==> src/rtl/cnt1_arbiter.sv <==
// cnt1_arbiter: shares one cnt1 popcount pipeline among NUM_REQ vector sources.
// A requester is granted for a whole vector of SUB_VECTOR_NO bus words, and
// vectors from different sources are never interleaved. The owner's ID travels
// through a DELAY-deep tag pipeline that shifts with cnt1, so o_CntId lines up
// with cnt1's result.
// Build option: define CNT1_ARB_FIXED_PRIO_EN for fixed priority, where the
// lowest index wins. The default build uses round-robin arbitration.
module cnt1_arbiter #(
  parameter int NUM_REQ       = 3,
  parameter int VECTOR_WIDTH  = 920,
  parameter int BUS_WIDTH     = 128,
  parameter int SUB_VECTOR_NO = (VECTOR_WIDTH + BUS_WIDTH - 1) / BUS_WIDTH,
  parameter int DELAY         = 4,
  parameter int ID_WIDTH      = (NUM_REQ > 1) ? $clog2(NUM_REQ) : 1
) (
  input  logic                         clk,
  input  logic                         rstn,
  input  logic [NUM_REQ*BUS_WIDTH-1:0] i_Vector,
  input  logic [NUM_REQ-1:0]           i_Valid,
  output logic [NUM_REQ-1:0]           o_Ready,
  output logic [BUS_WIDTH-1:0]         o_Vector,
  output logic                         o_Valid,
  input  logic                         i_Ready,
  output logic [ID_WIDTH-1:0]          o_GrantId,
  output logic                         o_Busy,
  output logic [ID_WIDTH-1:0]          o_CntId
);

  localparam int CNT_WIDTH = (SUB_VECTOR_NO > 1) ? $clog2(SUB_VECTOR_NO) : 1;
  localparam logic [CNT_WIDTH-1:0] LAST_WORD = CNT_WIDTH'(SUB_VECTOR_NO - 1);
  localparam logic [ID_WIDTH-1:0]  LAST_ID   = ID_WIDTH'(NUM_REQ - 1);

  typedef enum logic {
    IDLE  = 1'b0,
    BURST = 1'b1
  } state_t;

  state_t                state, state_n;
  logic [CNT_WIDTH-1:0]  word_cnt, word_cnt_n;
  logic [ID_WIDTH-1:0]   grant, grant_n;
  logic [ID_WIDTH-1:0]   winner;
  logic [BUS_WIDTH-1:0]  owner_word;
  logic                  owner_valid;
  logic                  any_req;
  logic                  xfer;
  logic [ID_WIDTH-1:0]   tag [DELAY];

`ifndef CNT1_ARB_FIXED_PRIO_EN
  logic [ID_WIDTH-1:0]   r_ptr, r_ptr_n;
`endif

  assign any_req = |i_Valid;

`ifdef CNT1_ARB_FIXED_PRIO_EN
  // Winner selection: the lowest-index requester wins.
  always_comb begin
    // NOTE: every always_comb output gets a default first so that no path leaves it unassigned and infers a latch.
    winner = '0;
    for (int i = NUM_REQ - 1; i >= 0; i--) begin
      if (i_Valid[i]) winner = ID_WIDTH'(i);
    end
  end
`else
  // Winner selection: search upward from r_ptr with an explicit wrap, so a NUM_REQ that is not a power of 2 works.
  always_comb begin
    int   idx;
    logic found;
    winner = '0;
    found  = 1'b0;
    for (int i = 0; i < NUM_REQ; i++) begin
      idx = int'(r_ptr) + i;
      if (idx >= NUM_REQ) idx = idx - NUM_REQ;
      if (!found && i_Valid[idx]) begin
        winner = ID_WIDTH'(idx);
        found  = 1'b1;
      end
    end
  end
`endif

  // Owner datapath: steer the granted source to cnt1 and return i_Ready to the owner only.
  always_comb begin
    owner_word  = '0;
    owner_valid = 1'b0;
    o_Ready     = '0;
    for (int k = 0; k < NUM_REQ; k++) begin
      if (state == BURST && grant == ID_WIDTH'(k)) begin
        owner_word = i_Vector[k*BUS_WIDTH +: BUS_WIDTH];
        owner_valid = i_Valid[k];
        o_Ready[k]  = i_Ready;
      end
    end
  end

  assign o_Vector  = owner_word;
  assign o_Valid   = owner_valid;
  assign xfer      = owner_valid & i_Ready;
  assign o_Busy    = (state == BURST);
  assign o_GrantId = (state == BURST) ? grant : '0;
  assign o_CntId   = tag[DELAY-1];

  // Next-state logic: IDLE arbitrates (one bubble per vector), BURST counts the owner's transfers.
  always_comb begin
    state_n    = state;
    word_cnt_n = word_cnt;
    grant_n    = grant;
`ifndef CNT1_ARB_FIXED_PRIO_EN
    r_ptr_n    = r_ptr;
`endif
    case (state)
      IDLE: begin
        if (any_req) begin
          grant_n    = winner;
          word_cnt_n = '0;
          state_n    = BURST;
        end
      end
      BURST: begin
        if (xfer) begin
          if (word_cnt == LAST_WORD) begin
            word_cnt_n = '0;
            state_n    = IDLE;
`ifndef CNT1_ARB_FIXED_PRIO_EN
            r_ptr_n    = (grant == LAST_ID) ? '0 : grant + ID_WIDTH'(1);
`endif
          end else begin
            word_cnt_n = word_cnt + CNT_WIDTH'(1);
          end
        end
      end
      default: state_n = IDLE;
    endcase
  end

  // State register. An asynchronous reset abandons any partial vector.
  always_ff @(posedge clk or negedge rstn) begin
    if (!rstn) begin
      state    <= IDLE;
      word_cnt <= '0;
      grant    <= '0;
`ifndef CNT1_ARB_FIXED_PRIO_EN
      r_ptr    <= '0;
`endif
    end else begin
      // NOTE: sequential state uses non-blocking assignments so that every register samples pre-edge values.
      state    <= state_n;
      word_cnt <= word_cnt_n;
      grant    <= grant_n;
`ifndef CNT1_ARB_FIXED_PRIO_EN
      r_ptr    <= r_ptr_n;
`endif
    end
  end

  // Tag pipeline: shifts only on i_Ready, the same enable that cnt1 uses. A non-valid slot carries ID 0.
  always_ff @(posedge clk or negedge rstn) begin
    if (!rstn) begin
      // NOTE: this small register array is reset on purpose because o_CntId must read 0 right after reset.
      for (int i = 0; i < DELAY; i++) tag[i] <= '0;
    end else if (i_Ready) begin
      tag[0] <= o_Valid ? grant : '0;
      for (int i = 1; i < DELAY; i++) tag[i] <= tag[i-1];
    end
  end

endmodule

==> config.mk <==
export PLATFORM = sky130hd
export DESIGN_NAME = cnt1_arbiter
export DESIGN_NICKNAME = d
export VERILOG_FILES = /design/src/rtl/cnt1_arbiter.sv
export SDC_FILE = /design/constraint.sdc
export NUM_CORES = 1
export LEC_CHECK = 0
export ABC_AREA = 1
export CAP_MARGIN = 0
export CORE_AREA = 8 8 201 203
export CTS_BUF_LIST = sky130_fd_sc_hd__clkbuf_8 sky130_fd_sc_hd__clkbuf_16
export DETAILED_ROUTE_END_ITERATION = 8
export DIE_AREA = 0 0 209 211
export HOLD_SLACK_MARGIN = 0.15
export SLEW_MARGIN = 40
export SYNTH_ARGS = -nofsm -noshare
export SYNTH_HDL_FRONTEND = slang
export SYNTH_SLANG_ARGS = --single-unit
==> constraint.sdc <==
create_clock -name clk -period 2.2 [get_ports clk]
set_input_delay 0.55 -clock clk [delete_from_list [all_inputs] [get_ports clk]]
set_output_delay 0.55 -clock clk [all_outputs]
set_load 0.02 [all_outputs]
# Word-level counts from Yosys, hierarchy flattened
# Cells that the tools add are included.
[classes]
addsub = 7
order_cmp = 6
n_eq_ne = 5
n_mux = 37
n_bitwise = 2
n_reduce_logical = 12
[op_table]
columns = ["op", "n"]
rows = [
  ["128-bit two-way mux", 3],
  ["32-bit by 4-bit less-than comparator with 1-bit output (second input constant)", 3],
  ["32-bit two-way mux", 3],
  ["1-bit two-way mux", 17],
  ["2-bit two-way mux", 6],
  ["3-bit two-way mux", 3],
  ["3-bit by 2-bit subtractor with 4-bit output (second input constant)", 2],
  ["1-bit binary-select mux with 2-bit select", 3],
  ["3-bit by 2-bit greater-or-equal comparator with 1-bit output (second input constant)", 2],
  ["3-bit one-hot mux with 2 select lines", 1],
  ["1-bit logical AND", 5],
  ["2-bit AND reduction", 2],
  ["2-bit by 1-bit adder with 3-bit output (second input constant)", 1],
  ["2-bit by 2-bit adder with 3-bit output (second input constant)", 1],
  ["3-bit by 1-bit adder with 3-bit output (second input constant)", 1],
  ["3-bit equality test (second input constant)", 1],
  ["3-bit AND reduction", 1],
  ["3-bit OR reduction", 1],
  ["2-bit by 2-bit subtractor with 3-bit output (second input constant)", 1],
  ["2-bit by 1-bit adder with 2-bit output (second input constant)", 1],
  ["2-bit by 1-bit equality test with 1-bit output (second input constant)", 1],
  ["2-bit equality test (second input constant)", 1],
  ["2-bit greater-or-equal comparator (second input constant)", 1],
  ["1-bit logical NOT", 2],
  ["6 further kinds", 6],
]
[word_totals]
regBits = 16
output_inout_bits = 137
elab_cells = 77

# Logic depth before layout (Yosys ltp)
[depth]
ltp_word = 12
ltp_mapped = 10

# Worst setup path after synthesis
# No wires, ideal clock.
[synth_timing]
path_type = "reg-to-output"
startpoint = "register state (netlist: o_Busy)"
endpoint = "output o_Vector[54]"
t_arrival_ns = 1.361
required_time_ns = 1.650
slack_ns = 0.289
path_stages_with_launch = 7
path_buffers = 2
cell_sequence = "dfrtp_1 > nand2_1 > nor2_1 > buf_2 > buf_2 > nand2_1 > nand3_1"
[synth_between]
elab_chain_cells = 4
elab_cells_between_ends = 6
cone_classes = "3 x mux; 3 x reduce/logical"
[synth_lines]
columns = ["element", "line_no", "text"]
rows = [
  ["start, declared", "38", "state_t state, state_n;"],
  ["start signal, assigned", "146", "state <= state_n;"],
  ["1-bit logical AND", "87", "if (state == BURST && grant == ID_WIDTH'(k)) begin"],
  ["128-bit two-way mux (2 in a row)", "87", ""],
  ["128-bit two-way mux (*)", "87", ""],
  ["end, declared", "21", "output logic [BUS_WIDTH-1:0] o_Vector,"],
]
# Mark *: on every way between the ends. The rest lies on a longest branch, timed or not.

# Worst setup path in the final report
[layout_timing]
startpoint = "register grant[1]"
endpoint = "output o_Vector[40]"
[layout_between]
elab_chain_cells = 5
elab_cells_between_ends = 9
cone_classes = "2 x eq/ne; 3 x mux; 4 x reduce/logical"
[layout_lines]
columns = ["element", "line_no", "text"]
rows = [
  ["start, declared", "40", "logic [ID_WIDTH-1:0] grant, grant_n;"],
  ["start signal, assigned", "148", "grant <= grant_n;"],
  ["2-bit logical NOT", "87", ""],
  ["1-bit logical AND", "87", ""],
  ["128-bit two-way mux (2 in a row)", "87", ""],
  ["128-bit two-way mux (*)", "87", ""],
]
# Marks and branches as above.

==> impl_metrics.json <==
{
  "numCtsBuffers": 3,
  "cp-end-kind": "output pin",
  "nets": 1677,
  "rsz0062_at_grt": "yes",
  "synthTopCellsByCount": "433 x nand2_1, 146 x nand3_1, 26 x buf_2",
  "slowest_delay_ns": 0.40,
  "slew_violations": 0,
  "die-width_um": 209,
  "grt_pass1_wl_mm": 46.5,
  "core_mm2": 0.0371,
  "htreeDepth": 1,
  "critical_path.startpoint": "grant[1]",
  "die_y_um": 211,
  "dp_cells": 1693,
  "grt-ovfl-total": 0,
  "hold_path.startpoint": "tag[4]",
  "wl_per_cell_um": 19.4,
  "cts_tree": "yes",
  "io_buffers": 526,
  "cts.sinks": 16,
  "routed_via_density": 3.99,
  "setup_slack_ns": -0.189,
  "synthFlopType": "dfrtp_1",
  "clockRootBuffer": "clkbuf_16",
  "r2r-start": "grant[1]",
  "synth.distinct_cells": 18,
  "dp_hpwl_mm": 23.3,
  "place_area_mm2": 0.00947,
  "max_freq_ghz": 0.419,
  "cellPowerDensity_mw_per_mm2": 1370,
  "finalSetupViolations": 126,
  "first_pass_iters": 6,
  "stdcell_area_mm2": 0.0120,
  "synth_area_leader_cell": "nand2_1",
  "synthTopCellsByArea": "nand2_1 50%, nand3_1 22%, dfrtp_1 12%",
  "grt_usage_pct": 13.6,
  "area_growth_pct": 265,
  "relSlewSlack_pct": 73.8,
  "syn_area_mm2": 0.00328,
  "postSynthCellCount": 686,
  "synth_mux_area_share_pct": 0,
  "yosysWarnings": 0,
  "pin_count": 527,
  "dieArea_mm2": 0.0441,
  "synth_top_family_by_area": "simple AND/OR/NAND/NOR gates",
  "critPathSlowestCell": "dfrtp_1",
  "grt_pass1_vias": 7432,
  "arrival_ns": 1.84,
  "diodes": 0,
  "final_layout_size_suffix_gt1_share_pct": 37.8,
  "start_kind": "register",
  "synth_nets": 1081,
  "required_ns": 1.65,
  "tns_ns": -10.11,
  "clk-insertion-delay-late_ns": 0.25,
  "drc": 0,
  "fin_hold_ws_ns": 0.474,
  "worst-path-buf-inv": 3,
  "yosysMostFrequentCell": "nand2_1",
  "dr_total_vias": 6994,
  "synth-edff-count": 0,
  "row_count": 71,
  "instances_no_fill": 1755,
  "yosys.area_share.xor_xnor_pct": 0,
  "crit_chain": "or2_4 > nor2_4 > buf_6 > buf_12 > nand2_1 > nand3_1 > clkdlybuf4s15_2",
  "ys_ff_latch": 16,
  "status": "finished, violations left",
  "synth_simple_gate_area_share_pct": 74.2,
  "clk_path_buf_depth": 2,
  "skew_ns": 0.00173,
  "hold_path.class": "reg -> reg",
  "path_max_fanout": 32,
  "ctsHoldBuffers": 0,
  "routabilityCongestion": 0.914,
  "fin_crit_sh_pct": 109,
  "tightest_slew_ns": 0.392,
  "vdd_drop_max_v": 0.000668,
  "routed_wl_mm": 34.0,
  "synth_fa_ha_area_share_pct": 1.91,
  "antenna_found_initial": 0,
  "start_util_pct": 8.83,
  "ant_nets": 0,
  "async_flop_share_pct": 100,
  "p_leak_nw": 5.75,
  "crit_family": "buffers and inverters",
  "synth_compound_area_share_pct": 1.53,
  "avgSynthCellArea_um2": 4.78,
  "criticalPathCategory": "reg -> out",
  "period_minus_slack_ns": 2.39,
  "cap_violations": 0,
  "finalHoldViolCount": 0,
  "violations": "negative setup slack",
  "drtIter0Drc": 450,
  "clkTransAtPathRegs_ns": 0.05,
  "yosysSeqAreaShare_pct": 12.2,
  "grt_start_max_net_pins": 34,
  "synth_top_area_share_pct": 49.5
}
==> metrics by stage <==
stage	total power [W]	util, %	setup WS [ns]
2_1_floorplan	0.00561	-	0.289
3_3_place_gp	0.0114	25.5	-0.374
3_5_place_dp	0.0114	25.5	-0.391
4_1_cts	0.0155	30.2	-0.187
5_1_grt	0.0172	32.2	-0.248
6_report	0.0163	32.2	-0.189
==> registers in the layout, summed over array words and instances, names as in the netlist <==
signal and flops:
grant 2, o_Busy 1, o_CntId 2, r_ptr 2
tag 6, word_cnt 3
==> per-layer routing <==
metal  global-route usage [%]  wire, um  up-vias
met1                     16.1     13400     3240
met3                     3.25      2440       36
li1                         -         -     3371
met2                     25.1     17600      347
met5                        0         0        -
met4                     2.31       605        0
==> worst paths after layout <==
path	slack (ns)	cells after the start	endpoint
setup / recovery	-0.19	7	o_Vector[40]
hold / removal	0.47	2	tag[4]
setup reg to reg	0.16	14	word_cnt[0]
hold reg to reg	0.47	2	tag[4]
max in group asynchronous	1.12	2	o_Busy
min in group asynchronous	0.59	1	tag[6]
==> what timing repair did <==
action | CTS | global route
setup buffers | 28 | 14
endpoints found under the setup margin | 132 | 133
pin swaps | 18 | 34
cloned | 16 | 3
resized for setup | 885 | 176
==> tightest hold or removal path, stage by stage, from the launching register on <==
cell and delay, ns:
dfrtp_1 0.34, nand2_1 0.05, nand2_1 0.05
==> power by group <==
group	leakage [nW]	internal, W	switching (W)
Sequential	0.207	0.000384	0.0000655
Combinational	5.50	0.00754	0.00796
Clock	0.0442	0.000276	0.000117
Total	5.75	0.00820	0.00815
==> cell type report <==
type | count | area, um2
clock buffer | 4 | 88.8
fill | 3800 | 25200
inverter | 16 | 60.1
multi-input combinational | 608 | 3830
sequential | 16 | 402
tap | 474 | 593
timing repair buffer | 637 | 7000
==> kinds of logic after synthesis <==
kind of cell / after synthesis
simple gates: 593
buf+inv: 62
compound gates: 10
fa+ha+maj: 5
flops: 16
==> layout by cell type (no fill, tap or decap), types with 6 or more instances in the layout <==
cell type	netlist	routed
buf_12	0	26
buf_16	0	15
buf_4	18	51
buf_6	0	139
clkbuf_16	0	6
clkdlybuf4s50_1	0	392
dfrtp_1	16	15
inv_1	16	16
nand2_1	433	316
nand2_2	0	48
nand2_4	0	68
nand3_1	146	34
nand3_2	2	107
nand3_4	0	7
(Power assumes the default switching activity.)
